<file path="src/rtl/zmod_txrst_seq.sv">
// TX reset/enable sequencer on the TX PLL divided clock.
// Qualifies pll_locked, then releases serdes_rst, fifo_rst, and raises tx_en in order.
// Optional TRAIN state: define ZMOD_TXRST_TRAIN_EN.
// Ports:
//   clk        - TX PLL divided clock (sole clock)
//   rst        - asynchronous active-high reset
//   pll_locked - PLL lock, asynchronous to clk
//   serdes_rst - serializer reset (active-high, registered)
//   fifo_rst   - TX FIFO/gearbox reset (active-high, registered)
//   tx_en      - TX datapath enable, high only in RUN (registered)
//   train      - training request, high only in TRAIN (0 without macro)
//   loss_cnt   - saturating count of lock losses from RUN/TRAIN
module zmod_txrst_seq #(
  parameter int SYNC_STAGES   = 2,
  parameter int STABLE_CYCLES = 1024,
  parameter int SERDES_DLY    = 16,
  parameter int FIFO_DLY      = 8,
  parameter int TRAIN_CYCLES  = 256,
  parameter int LOSS_W        = 8
) (
  input  logic              clk,
  input  logic              rst,
  input  logic              pll_locked,
  output logic              serdes_rst,
  output logic              fifo_rst,
  output logic              tx_en,
  output logic              train,
  output logic [LOSS_W-1:0] loss_cnt
);

  localparam int M1   = (STABLE_CYCLES > SERDES_DLY) ? STABLE_CYCLES : SERDES_DLY;
  localparam int M2   = (M1 > FIFO_DLY) ? M1 : FIFO_DLY;
  localparam int MAXP = (M2 > TRAIN_CYCLES) ? M2 : TRAIN_CYCLES;
  localparam int CW   = (MAXP > 1) ? $clog2(MAXP) : 1;

  typedef enum logic [2:0] {
    WAIT_LOCK,
    STABLE,
    SERDES_REL,
    FIFO_REL,
    TRAIN,
    RUN
  } state_t;

  state_t                  state_q, state_d;
  logic [CW-1:0]           cnt_q, cnt_d, cnt_inc;
  logic [SYNC_STAGES-1:0]  sync_q;
  logic [LOSS_W-1:0]       loss_q, loss_d;
  logic                    lock_s;
  logic                    serdes_rst_q, fifo_rst_q, tx_en_q;

  assign lock_s  = sync_q[SYNC_STAGES-1];
  assign cnt_inc = cnt_q + CW'(1);

  always_comb begin
    state_d = state_q;
    cnt_d   = '0;
    if (state_q != WAIT_LOCK && !lock_s) begin
      // lock loss outranks every timed transition
      state_d = WAIT_LOCK;
    end else begin
      unique case (state_q)
        WAIT_LOCK: if (lock_s) state_d = STABLE;
        STABLE: begin
          cnt_d = cnt_inc;
          if (cnt_q == CW'(STABLE_CYCLES - 1)) state_d = SERDES_REL;
        end
        SERDES_REL: begin
          cnt_d = cnt_inc;
          if (cnt_q == CW'(SERDES_DLY - 1)) state_d = FIFO_REL;
        end
        FIFO_REL: begin
          cnt_d = cnt_inc;
`ifdef ZMOD_TXRST_TRAIN_EN
          if (cnt_q == CW'(FIFO_DLY - 1)) state_d = TRAIN;
`else
          if (cnt_q == CW'(FIFO_DLY - 1)) state_d = RUN;
`endif
        end
`ifdef ZMOD_TXRST_TRAIN_EN
        TRAIN: begin
          cnt_d = cnt_inc;
          if (cnt_q == CW'(TRAIN_CYCLES - 1)) state_d = RUN;
        end
`endif
        RUN:     state_d = RUN;
        default: state_d = WAIT_LOCK;
      endcase
    end
    if (state_d != state_q) cnt_d = '0;
  end

  always_comb begin
    loss_d = loss_q;
    if ((state_q == RUN || state_q == TRAIN) && !lock_s && loss_q != '1)
      loss_d = loss_q + LOSS_W'(1);
  end

  // outputs decoded from next state so they move with the state register
  always_ff @(posedge clk or posedge rst) begin
    if (rst) begin
      state_q      <= WAIT_LOCK;
      cnt_q        <= '0;
      sync_q       <= '0;
      loss_q       <= '0;
      serdes_rst_q <= 1'b1;
      fifo_rst_q   <= 1'b1;
      tx_en_q      <= 1'b0;
    end else begin
      state_q      <= state_d;
      cnt_q        <= cnt_d;
      sync_q       <= {sync_q[SYNC_STAGES-2:0], pll_locked};
      loss_q       <= loss_d;
      serdes_rst_q <= (state_d == WAIT_LOCK) || (state_d == STABLE);
      fifo_rst_q   <= (state_d == WAIT_LOCK) || (state_d == STABLE)
                   || (state_d == SERDES_REL);
      tx_en_q      <= (state_d == RUN);
    end
  end

`ifdef ZMOD_TXRST_TRAIN_EN
  logic train_q;
  always_ff @(posedge clk or posedge rst) begin
    if (rst) train_q <= 1'b0;
    else     train_q <= (state_d == TRAIN);
  end
  assign train = train_q;
`else
  assign train = 1'b0;
`endif

  assign serdes_rst = serdes_rst_q;
  assign fifo_rst   = fifo_rst_q;
  assign tx_en      = tx_en_q;
  assign loss_cnt   = loss_q;

endmodule

</file>
<file path="config.mk">
export PLATFORM = sky130hd
export DESIGN_NAME = zmod_txrst_seq
export DESIGN_NICKNAME = d
export VERILOG_FILES = /design/src/rtl/zmod_txrst_seq.sv
export SDC_FILE = /design/constraint.sdc
export NUM_CORES = 1
export LEC_CHECK = 0
export ABC_CLOCK_PERIOD_IN_PS = 4850
export CORE_ASPECT_RATIO = 1.5
export CORE_MARGIN = 1.5
export CORE_UTILIZATION = 50
export DETAILED_ROUTE_END_ITERATION = 10
export PLACE_DENSITY_LB_ADDON = 0.2
export SLEW_MARGIN = 20
export SYNTH_ARGS = -nofsm -noshare
export SYNTH_HDL_FRONTEND = slang
export SYNTH_SLANG_ARGS = --single-unit
</file>
<file path="constraint.sdc">
create_clock -name clk -period 4.85 [get_ports clk]
set_input_delay 0.485 -clock clk [delete_from_list [all_inputs] [get_ports clk]]
set_output_delay 0.485 -clock clk [all_outputs]
set_load 0.01 [all_outputs]
</file>
==> metrics.txt <==
Starting Density 53.84%; fin cells 160; post-route clock period utilization 38.36%; worst path buffer plus inverter count 1; Max Cap Viol 0; I/O pin cnt 15; Synth top cells by count 24 x dfrtp_1, 10 x nor2_1, 8 x xnor2_1, 7 x nand2_1, 7 x xor2_1; Hold Violations, Final 0; number of CTS-inserted buffers 3; leakage 0.6281 nW; largest family of logic cells by synthesized area simple AND/OR/NAND/NOR gates; crit path max fanout 1; Max Slew Vio Count 0; port bufs 13; Setup crit start kind flip-flop; row cnt 22; initial antenna violation count 0; CTS H-tree lvls 1; Pwr Total 413.0 uW; # fillers 205; dpl cells 156; Post-Synth Adder-Cell Area 1.876%; Clock Sinks 26; Clock transition at path regs 0.14 ns; Post-synth EDFFs 0; XOR/XNOR Fraction of Synth Area 9.850%; via count 955; Routability Congestion 0.8056; synthesized netlist cell count 123; multiplexer area fraction after synthesis 1.595%; clock buffer depth 2; Die Span Y 66.26 um; simple-gate share of the synthesized area 24.02%; Top Family by Delay on Critical Path flip-flops; WL final 2392 um; Power per Cell Area 275.1 mW/mm^2; Vias/cell 5.969; Syn Nets 128; Syn Std Cell Area 0.001334 mm^2; # setup viols final 0; fin crit period 1.861 ns; drt drc 0; slowest CP cell dfstp_2; share of the synthesized area in the top cell type 45.03%; part of the Yosys area used for sequential elements 48.97%; DR WL/cell 14.95 um; area grow syn2layout 12.57%; Async SR Flop Fraction 100.0%; ANT cells 0; CORE AREA 0.002477 mm^2; compound-gate portion of the synthesized area 10.13%; Min Hold Slack 0.3634 ns; clk_lat worst skew 0.31 ns; Setup Skew 0.003757 ns; Fmax 537.5 MHz; total grt overflow 0; first-pass GRT wire length 4560 um; die area 0.002993 mm^2; cell accounting for the most synthesized area dfrtp_1; setup TNS 0 ns; number of global-route vias before repair 993; worst slew pin tran 0.9141 ns; predominant post-synthesis flop cell dfrtp_1; syn avg cell area 10.84 um^2; CTS Hold Bufs 0; ANT nets after route 0; PostCTS Resize Cnt 0; Synth area leaders dfrtp_1 45%, xnor2_1 5.3%, xor2_1 4.6%, dfstp_2 3.9%, nand4_1 2.8%; Starting DRT DRC Count 18; pin count of the biggest net entering global routing 27; cell with the most instances after synthesis dfrtp_1; Yosys cell types 41; share of cells above drive strength 1 12.50%; Multi-input gate area 636.9 um^2; crit end category output port; crit-path cells clkdlybuf4s50_1; CP arrival 1.38 ns; largest incremental delay on the critical path 0.54 ns; worst hold path class reg -> reg; All-Layer GR Usage 20.45%; CTS tree yes; final core occ 60.61%; register area 653.1 um^2; status complete, no violations; VDD IR-drop max 0.2295 mV; Post-DP HPWL 1714 um; Slew HR 38.68%; Seq cells post-synth 26; DR pass1 iterations 4; Synth Warn # 0; Die W 45.17 um; RSZ-0062 raised after global routing false; crit path kind reg -> out; required time worst endpoint 4.37 ns; NumNets Final 142; Root Driver clkbuf_4; Setup Buffers After CTS 0
routing by layer:
metal,up-vias,global-route usage [%],wire [um]
met5,-,0,0
met4,0,6.618,23
met3,2,2.459,54
met2,13,32.68,1198
met1,475,28.20,1115
li1,465,-,-
through the flow:
stage,cell area (um^2),setup slack (ns)
6_report,1501,2.989
5_1_grt,1501,2.912
4_1_cts,1501,2.964
3_5_place_dp,1465,3.054
3_3_place_gp,1465,3.112
2_1_floorplan,1334,3.122
path summary, 6_finish.rpt:
kind | slack, ns | to | cells after the start | startpoint
min in group asynchronous | 0.54 | tx_en$_DFF_PP0_ | 2 | rst
worst min register to register | 0.36 | sync_q[1]$_DFF_PP0_ | 0 | sync_q[0]$_DFF_PP0_
worst max-delay path | 2.99 | fifo_rst | 1 | fifo_rst$_DFF_PP1_
worst max register to register | 3.04 | loss_cnt[1]$_DFFE_PP0P_ | 4 | loss_cnt[0]$_DFFE_PP0P_
max in group asynchronous | 3.89 | state_q[0]$_DFF_PP0_ | 2 | rst
worst min-delay path | 0.36 | sync_q[1]$_DFF_PP0_ | 0 | sync_q[0]$_DFF_PP0_
flip-flops by register name (all words and copies together) (netlist names):
signal	count
serdes_rst	1
loss_cnt	8
cnt_q	10
tx_en	1
state_q	3
sync_q	2
fifo_rst	1
cell families (layout without fill, tap and decap cells):
group | count (synthesis) | after routing
AOI/OAI and AO/OA | 17 | 17
muxes | 2 | 2
other | 1 | 1
buffers and inverters | 8 | 21
xor gates and xnor gates | 15 | 15
DFF | 26 | 26
and+or+nand+nor | 52 | 52
adders and majority gates | 2 | 2
where the power goes:
| group | internal [mW] | switching (mW) |
|---|---|---|
| logic | 0.0253 | 0.0398 |
| clock network | 0.0458 | 0.0635 |
| registers | 0.226 | 0.0127 |
| total | 0.297 | 0.116 |
final cells by class:
type / instances / area share (%)
Sequential cell: 26 / 43.50
Multi-Input combinational cell: 89 / 42.42
Timing Repair Buffer: 13 / 8.667
Clock buffer: 4 / 2.417
Tap cell: 24 / 2.000
Inverter: 4 / 1.000
cell usage in the layout, fill, tap and decap left out, types with 2 or more instances in the layout:
| master | Yosys | routed |
|---|---|---|
| nand2b_1 | 2 | 2 |
| inv_1 | 4 | 3 |
| a21oi_1 | 3 | 3 |
| xnor2_1 | 8 | 8 |
| nand2_1 | 7 | 7 |
| nor3_1 | 6 | 6 |
| nand3_1 | 5 | 5 |
| xor2_1 | 7 | 7 |
| nor2b_1 | 2 | 2 |
| dfstp_2 | 2 | 2 |
| a31oi_1 | 2 | 2 |
| clkdlybuf4s50_1 | 0 | 13 |
| nor2_1 | 10 | 10 |
| dfrtp_1 | 24 | 24 |
| and3_1 | 4 | 4 |
| and4_1 | 2 | 2 |
| ha_1 | 2 | 2 |
| clkbuf_4 | 0 | 3 |
| nand4_1 | 6 | 6 |
| o21ai_1 | 2 | 2 |
| o21ai_0 | 2 | 2 |
Note: power is estimated with default switching activity, not from simulation.
